===== src/rtl/prog_delay_line_pkg.sv =====
// Shared definitions for the programmable delay blocks: a simulation-delay
// macro and the delay clamp used whenever a new depth is loaded.
`ifndef SD
`define SD
`endif

package prog_delay_line_pkg;

  // Legal depths are 1..max_d; a request of zero means "one stage".
  function automatic int clamp_delay(input int cfg, input int max_d);
    if (cfg <= 0)    return 1;
    if (cfg > max_d) return max_d;
    return cfg;
  endfunction

endpackage


===== src/rtl/prog_delay_line_ring.sv =====
// Circular store of data words with valid tags; the read port shows the entry
// under the pointer, which is the oldest one once the ring has filled.
module delay_ring #(
  parameter int W        = 65,
  parameter int DEPTH    = 15,
  parameter int PTR_BITS = 5
) (
  input  logic                clock,
  input  logic                reset,
  input  logic                we,
  input  logic                clr,
  input  logic [PTR_BITS-1:0] len,
  input  logic                wr_valid,
  input  logic [W-1:0]        wr_data,
  output logic                rd_valid,
  output logic [W-1:0]        rd_data
);
  localparam int IDX_BITS = (DEPTH > 1) ? $clog2(DEPTH) : 1;

  logic [W-1:0]        mem_q [DEPTH];
  logic [DEPTH-1:0]    vld_q, vld_d;
  logic [IDX_BITS-1:0] ptr_q, ptr_d, wr_idx;

  function automatic logic [IDX_BITS-1:0] nxt(input logic [IDX_BITS-1:0] p,
                                              input logic [PTR_BITS-1:0] l);
    return (PTR_BITS'(p) + PTR_BITS'(1) >= l) ? '0 : p + IDX_BITS'(1);
  endfunction

  // A clear restarts the ring, so a write on that edge lands in slot 0.
  always_comb begin
    wr_idx = clr ? '0 : ptr_q;
    vld_d  = clr ? '0 : vld_q;
    ptr_d  = clr ? '0 : ptr_q;
    if (we) begin
      vld_d[wr_idx] = wr_valid;
      ptr_d         = nxt(wr_idx, len);
    end
  end

  always_ff @(posedge clock) begin
    if (reset) begin
      vld_q <= '0;
      ptr_q <= '0;
    end else begin
      vld_q <= vld_d;
      ptr_q <= ptr_d;
    end
  end

  always_ff @(posedge clock) begin
    if (we) mem_q[wr_idx] <= wr_data;
  end

  assign rd_valid = vld_q[ptr_q];
  assign rd_data  = mem_q[ptr_q];
endmodule


===== src/rtl/prog_delay_line.sv =====
// Multi-lane delay line with a runtime depth of 1..MAX_DELAY enabled cycles;
// D-1 ring slots feed an output register, D=1 bypasses the ring.
module prog_delay_line
  import prog_delay_line_pkg::*;
#(
  parameter int DATA_WIDTH    = 16,
  parameter int NUM_CH        = 4,
  parameter int MAX_DELAY     = 16,
  parameter int DEFAULT_DELAY = MAX_DELAY,
  localparam int DELAY_BITS   = $clog2(MAX_DELAY + 1)
) (
  input  logic                         clock,
  input  logic                         reset,
  input  logic                         enable,
  input  logic                         cfg_load,
  input  logic [DELAY_BITS-1:0]        delay_cfg,
  input  logic                         in_valid,
  input  logic [NUM_CH*DATA_WIDTH-1:0] data_in,
  output logic                         out_valid,
  output logic [NUM_CH*DATA_WIDTH-1:0] data_out,
  output logic [DELAY_BITS-1:0]        cur_delay
);
  localparam int W = NUM_CH * DATA_WIDTH;

  logic [DELAY_BITS-1:0] d_q, d_d, ring_len;
  logic                  ov_q, ov_d;
  logic [W-1:0]          od_q, od_d;
  logic                  ring_we, rd_valid;
  logic [W-1:0]          rd_data;

  // The depth chosen on a load edge already governs that edge's capture.
  always_comb begin
    d_d = cfg_load ? DELAY_BITS'(clamp_delay(int'(delay_cfg), MAX_DELAY)) : d_q;
  end

  assign ring_len = d_d - DELAY_BITS'(1);
  assign ring_we  = enable && (d_d >= DELAY_BITS'(2));

  delay_ring #(.W(W), .DEPTH(MAX_DELAY - 1), .PTR_BITS(DELAY_BITS)) u_ring (
    .clock    (clock),
    .reset    (reset),
    .we       (ring_we),
    .clr      (cfg_load),
    .len      (ring_len),
    .wr_valid (in_valid),
    .wr_data  (data_in),
    .rd_valid (rd_valid),
    .rd_data  (rd_data)
  );

  // The output stage is part of the in-flight state, so a load empties it too.
  always_comb begin
    ov_d = ov_q;
    od_d = od_q;
    if (enable) begin
      if (d_d == DELAY_BITS'(1)) begin
        ov_d = in_valid;
        od_d = data_in;
      end else if (cfg_load) begin
        ov_d = 1'b0;
      end else begin
        ov_d = rd_valid;
        od_d = rd_data;
      end
    end else if (cfg_load) begin
      ov_d = 1'b0;
    end
  end

  always_ff @(posedge clock) begin
    if (reset) begin
      d_q  <= DELAY_BITS'(DEFAULT_DELAY);
      ov_q <= 1'b0;
    end else begin
      d_q  <= d_d;
      ov_q <= ov_d;
    end
  end

  always_ff @(posedge clock) begin
    od_q <= od_d;
  end

  assign out_valid = ov_q;
  assign data_out  = ov_q ? od_q : '0;
  assign cur_delay = d_q;
endmodule


===== config.mk =====
export PLATFORM = sky130hd
export DESIGN_NAME = prog_delay_line
export DESIGN_NICKNAME = d
export VERILOG_FILES = /design/src/rtl/prog_delay_line_pkg.sv /design/src/rtl/prog_delay_line_ring.sv /design/src/rtl/prog_delay_line.sv
export SDC_FILE = /design/constraint.sdc
export NUM_CORES = 1
export LEC_CHECK = 0
export CAP_MARGIN = 20
export CORE_MARGIN = 2
export CORE_UTILIZATION = 55
export CTS_CLUSTER_SIZE = 20
export DETAILED_ROUTE_END_ITERATION = 7
export HOLD_SLACK_MARGIN = 0.1
export PLACE_DENSITY = 0.71
export SYNTH_ARGS = -nofsm -noshare
export SYNTH_HDL_FRONTEND = slang
export SYNTH_SLANG_ARGS = --single-unit

===== constraint.sdc =====
create_clock -name clock -period 21.6 [get_ports clock]
set_clock_uncertainty 0.05 [all_clocks]
set_input_delay 4.32 -clock clock [delete_from_list [all_inputs] [get_ports clock]]
set_output_delay 4.32 -clock clock [all_outputs]
set_load 0.02 [all_outputs]

==> reports/metrics.yaml <==
clkPwrFrac_pct: 41.6
drc_errors: 0
nets: 2279
finalCoreUtilization_pct: 63.8
yosysTopAreaCell: "edfxtp_1"
cp_top_family: "buffers and inverters"
route.vias.total: 20200
syn_area_per_cell_um2: 20.0
synth_flop_cell: "edfxtp_1"
hp-class: "flip-flop to flip-flop"
final_cells: 3239
gr-usage-all-layers_pct: 22.6
post_cts_resize_count: 0
viasPerCell: 6.25
ys_seq_area_share_pct: 76.5
arrival_ps: 8510
power_frac_seq_pct: 54.0
dp_cells: 3046
setup_viol: 0
synthesis.nets: 2124
path_class: "input pin to flip-flop"
crit_path_end_kind: "flip-flop"
die_x_um: 277
final_area_um2: 46700
slew_violations: 0
syn_inst: 2038
overflow: 0
cts_made_buffers: 102
synth_edf_count: 1024
ys_types: 49
grt_pass1_vias: 21200
maxSlewHeadroom_pct: 22.3
crit_path_top_delay_cell: "nor2_4"
async_flop_share_pct: 0
rsz0062_at_grt: "false"
crit_required_ps: 21820
die_area_um2: 76500
post_cts.repair.setup_buffers: 0
finalCriticalPeriod_ps: 8290
tns_ps: 0
p_comb_share_pct: 4.4
syn_to_final_growth_pct: 14.3
yosysMostFrequentCell: "edfxtp_1"
clk_latency_ps: 650
power_density_nw_per_um2: 90.0
drt.antenna.violating_nets: 0
crit_path_max_fanout: 40
worstMarginPinSlew_ps: 1170
rows: 99
drv_cap: 0
start_util_pct: 55.8
cts_tree: "done"
netlist.area_leader.share_pct: 75.3
drt_iter0_markers: 2041
root_buffer: "clkbuf_16"
h-tree-depth: 3
synthTopCellsByCount: "edfxtp_1 (1024), mux4_2 (195), nand2_1 (92)"
outcome: "complete, no violations"
place_hpwl_mm: 44.7
start_kind: "input pin"
period_share_pct: 38.4
gp_congestion: 0.777
slowest_delay_ps: 850
max_freq_mhz: 121
clockBufferDepth: 3
grt_max_degree: 167
placed_area_um2: 43300
synth_warnings: 0
p_switching_w: 0.000841
clock_sinks: 1049
power_leakage_nw: 14.2
wl_mm: 85.9
hold_buffers: 0
seqCellArea_um2: 31300
worst-path-buf-inv: 3
ir_drop_uv: 67.6
core_um2: 73200
fillers: 4782
die_h_um: 277
antenna_found_initial: 6
synth_area_leaders: "edfxtp_1 (75%), mux4_2 (11%), mux2i_1 (2.0%), mux2_2 (1.8%), dfxtp_1 (1.2%)"
swShare_pct: 20.0
internal_power_w: 0.00336
dr.pass1.iters: 7
multi_input_area_um2: 9110
numPortBuffers: 143
crit_chain: "clkdlybuf4s50_1 -> inv_1 -> a21oi_1 -> ha_1 -> a2111oi_4 -> or3_1 -> nor2_4 -> buf_4"
routedWlPerCell_um: 26.5
clkTransAtPathRegs_ps: 60
io_pins: 144
ys_ff_latch: 1049
drive_gt1_share_pct: 20.5
grt_pass1_wl_mm: 130
syn_area_um2: 40900
hold_viol: 0
-- state kept, by name (all words and copies together) (netlist names) --
| register | count |
|---|---|
| cur_delay | 5 |
| od_q | 64 |
| out_valid | 1 |
| u_ring.mem_q | 960 |
| u_ring.ptr_q | 4 |
| u_ring.vld_q | 15 |
-- power groups by stage --
stage,Combinational [W],Clock [W],Sequential [W]
global route,0.000202,0.00185,0.00227
finish,0.000185,0.00175,0.00227
CTS,0.000187,0.00177,0.00227
floorplan,0.000115,0,0.00231
global placement,0.000180,0,0.00231
detailed placement,0.000187,0,0.00231
-- through the flow --
step	worst slack (ps)	power, W	hold slack, ps
5_1_grt	13050	0.00432	430
6_report	13310	0.00420	409
3_3_place_gp	12830	0.00249	389
4_1_cts	13340	0.00423	406
2_1_floorplan	10460	0.00242	382
3_5_place_dp	12660	0.00250	397
-- layout make-up --
class	instances	area share (%)
antenna	3	0.0161
sequential	1049	67.0
multi-input combinational	853	19.5
inverter	6	0.0482
tap	959	2.57
clock buffer	125	5.79
clock inverter	63	1.27
timing repair buffer	181	3.83
-- tightest hold or removal path: stages (launching register included) --
cell	delay, ps
dfxtp_1	310
nand2_1	50
mux2i_1	50
-- routing by layer --
layer | track usage [%] | routed length [µm]
met5 | 0 | 49
met4 | 5.83 | 1490
met3 | 3.86 | 5930
met2 | 36.4 | 42200
met1 | 32.5 | 36300
-- logic make-up after synthesis --
family | count (synthesis) | share of synthesized area, %
AND/OR/NAND/NOR | 213 | 2.58
XOR/XNOR | 5 | 0.107
AO/OA/AOI/OAI | 283 | 4.42
multiplexers | 340 | 14.5
flip-flops | 1049 | 76.5
adder cells (fa/ha/maj) | 12 | 0.367
buffers and inverters | 136 | 1.55
-- placed cells by master, fill, tap and decap left out, types with 3 or more instances in the layout --
cell and count:
nand2b_1 3, a21oi_1 6, clkinv_1 25, edfxtp_1 1024
mux4_2 195, o22ai_1 65, nand2_1 92, clkbuf_16 105
o211ai_1 64, or3_1 3, clkinv_2 20, o21ai_0 67
nand3b_1 3, mux2_2 64, nor2b_1 4, mux2i_1 81
nor2_4 11, ha_1 12, clkinvlp_4 3, inv_1 6
nor2b_4 4, bufinv_16 11, buf_4 34, diode_2 3
nand3_1 4, clkbuf_1 20, and2_1 64, nor2_1 14
dfxtp_1 20, clkdlybuf4s50_1 143, buf_16 3, dfxtp_4 4
a31oi_1 66, xor2_1 3
-- final timing paths --
check                                                 from                       endpoint  slack (ps)  cells after the start
worst max-delay path                              cfg_load  u_ring.mem_q[6][62]$_DFFE_PP_       13310                      8
worst min-delay path            u_ring.vld_q[6]$_SDFF_PP0_     u_ring.vld_q[6]$_SDFF_PP0_         410                      2
worst max register to register  u_ring.ptr_q[1]$_SDFF_PP0_             od_q[55]$_DFFE_PP_       17520                      6
worst min register to register  u_ring.vld_q[6]$_SDFF_PP0_     u_ring.vld_q[6]$_SDFF_PP0_         410                      2
Power figures use the tool's default switching activity.
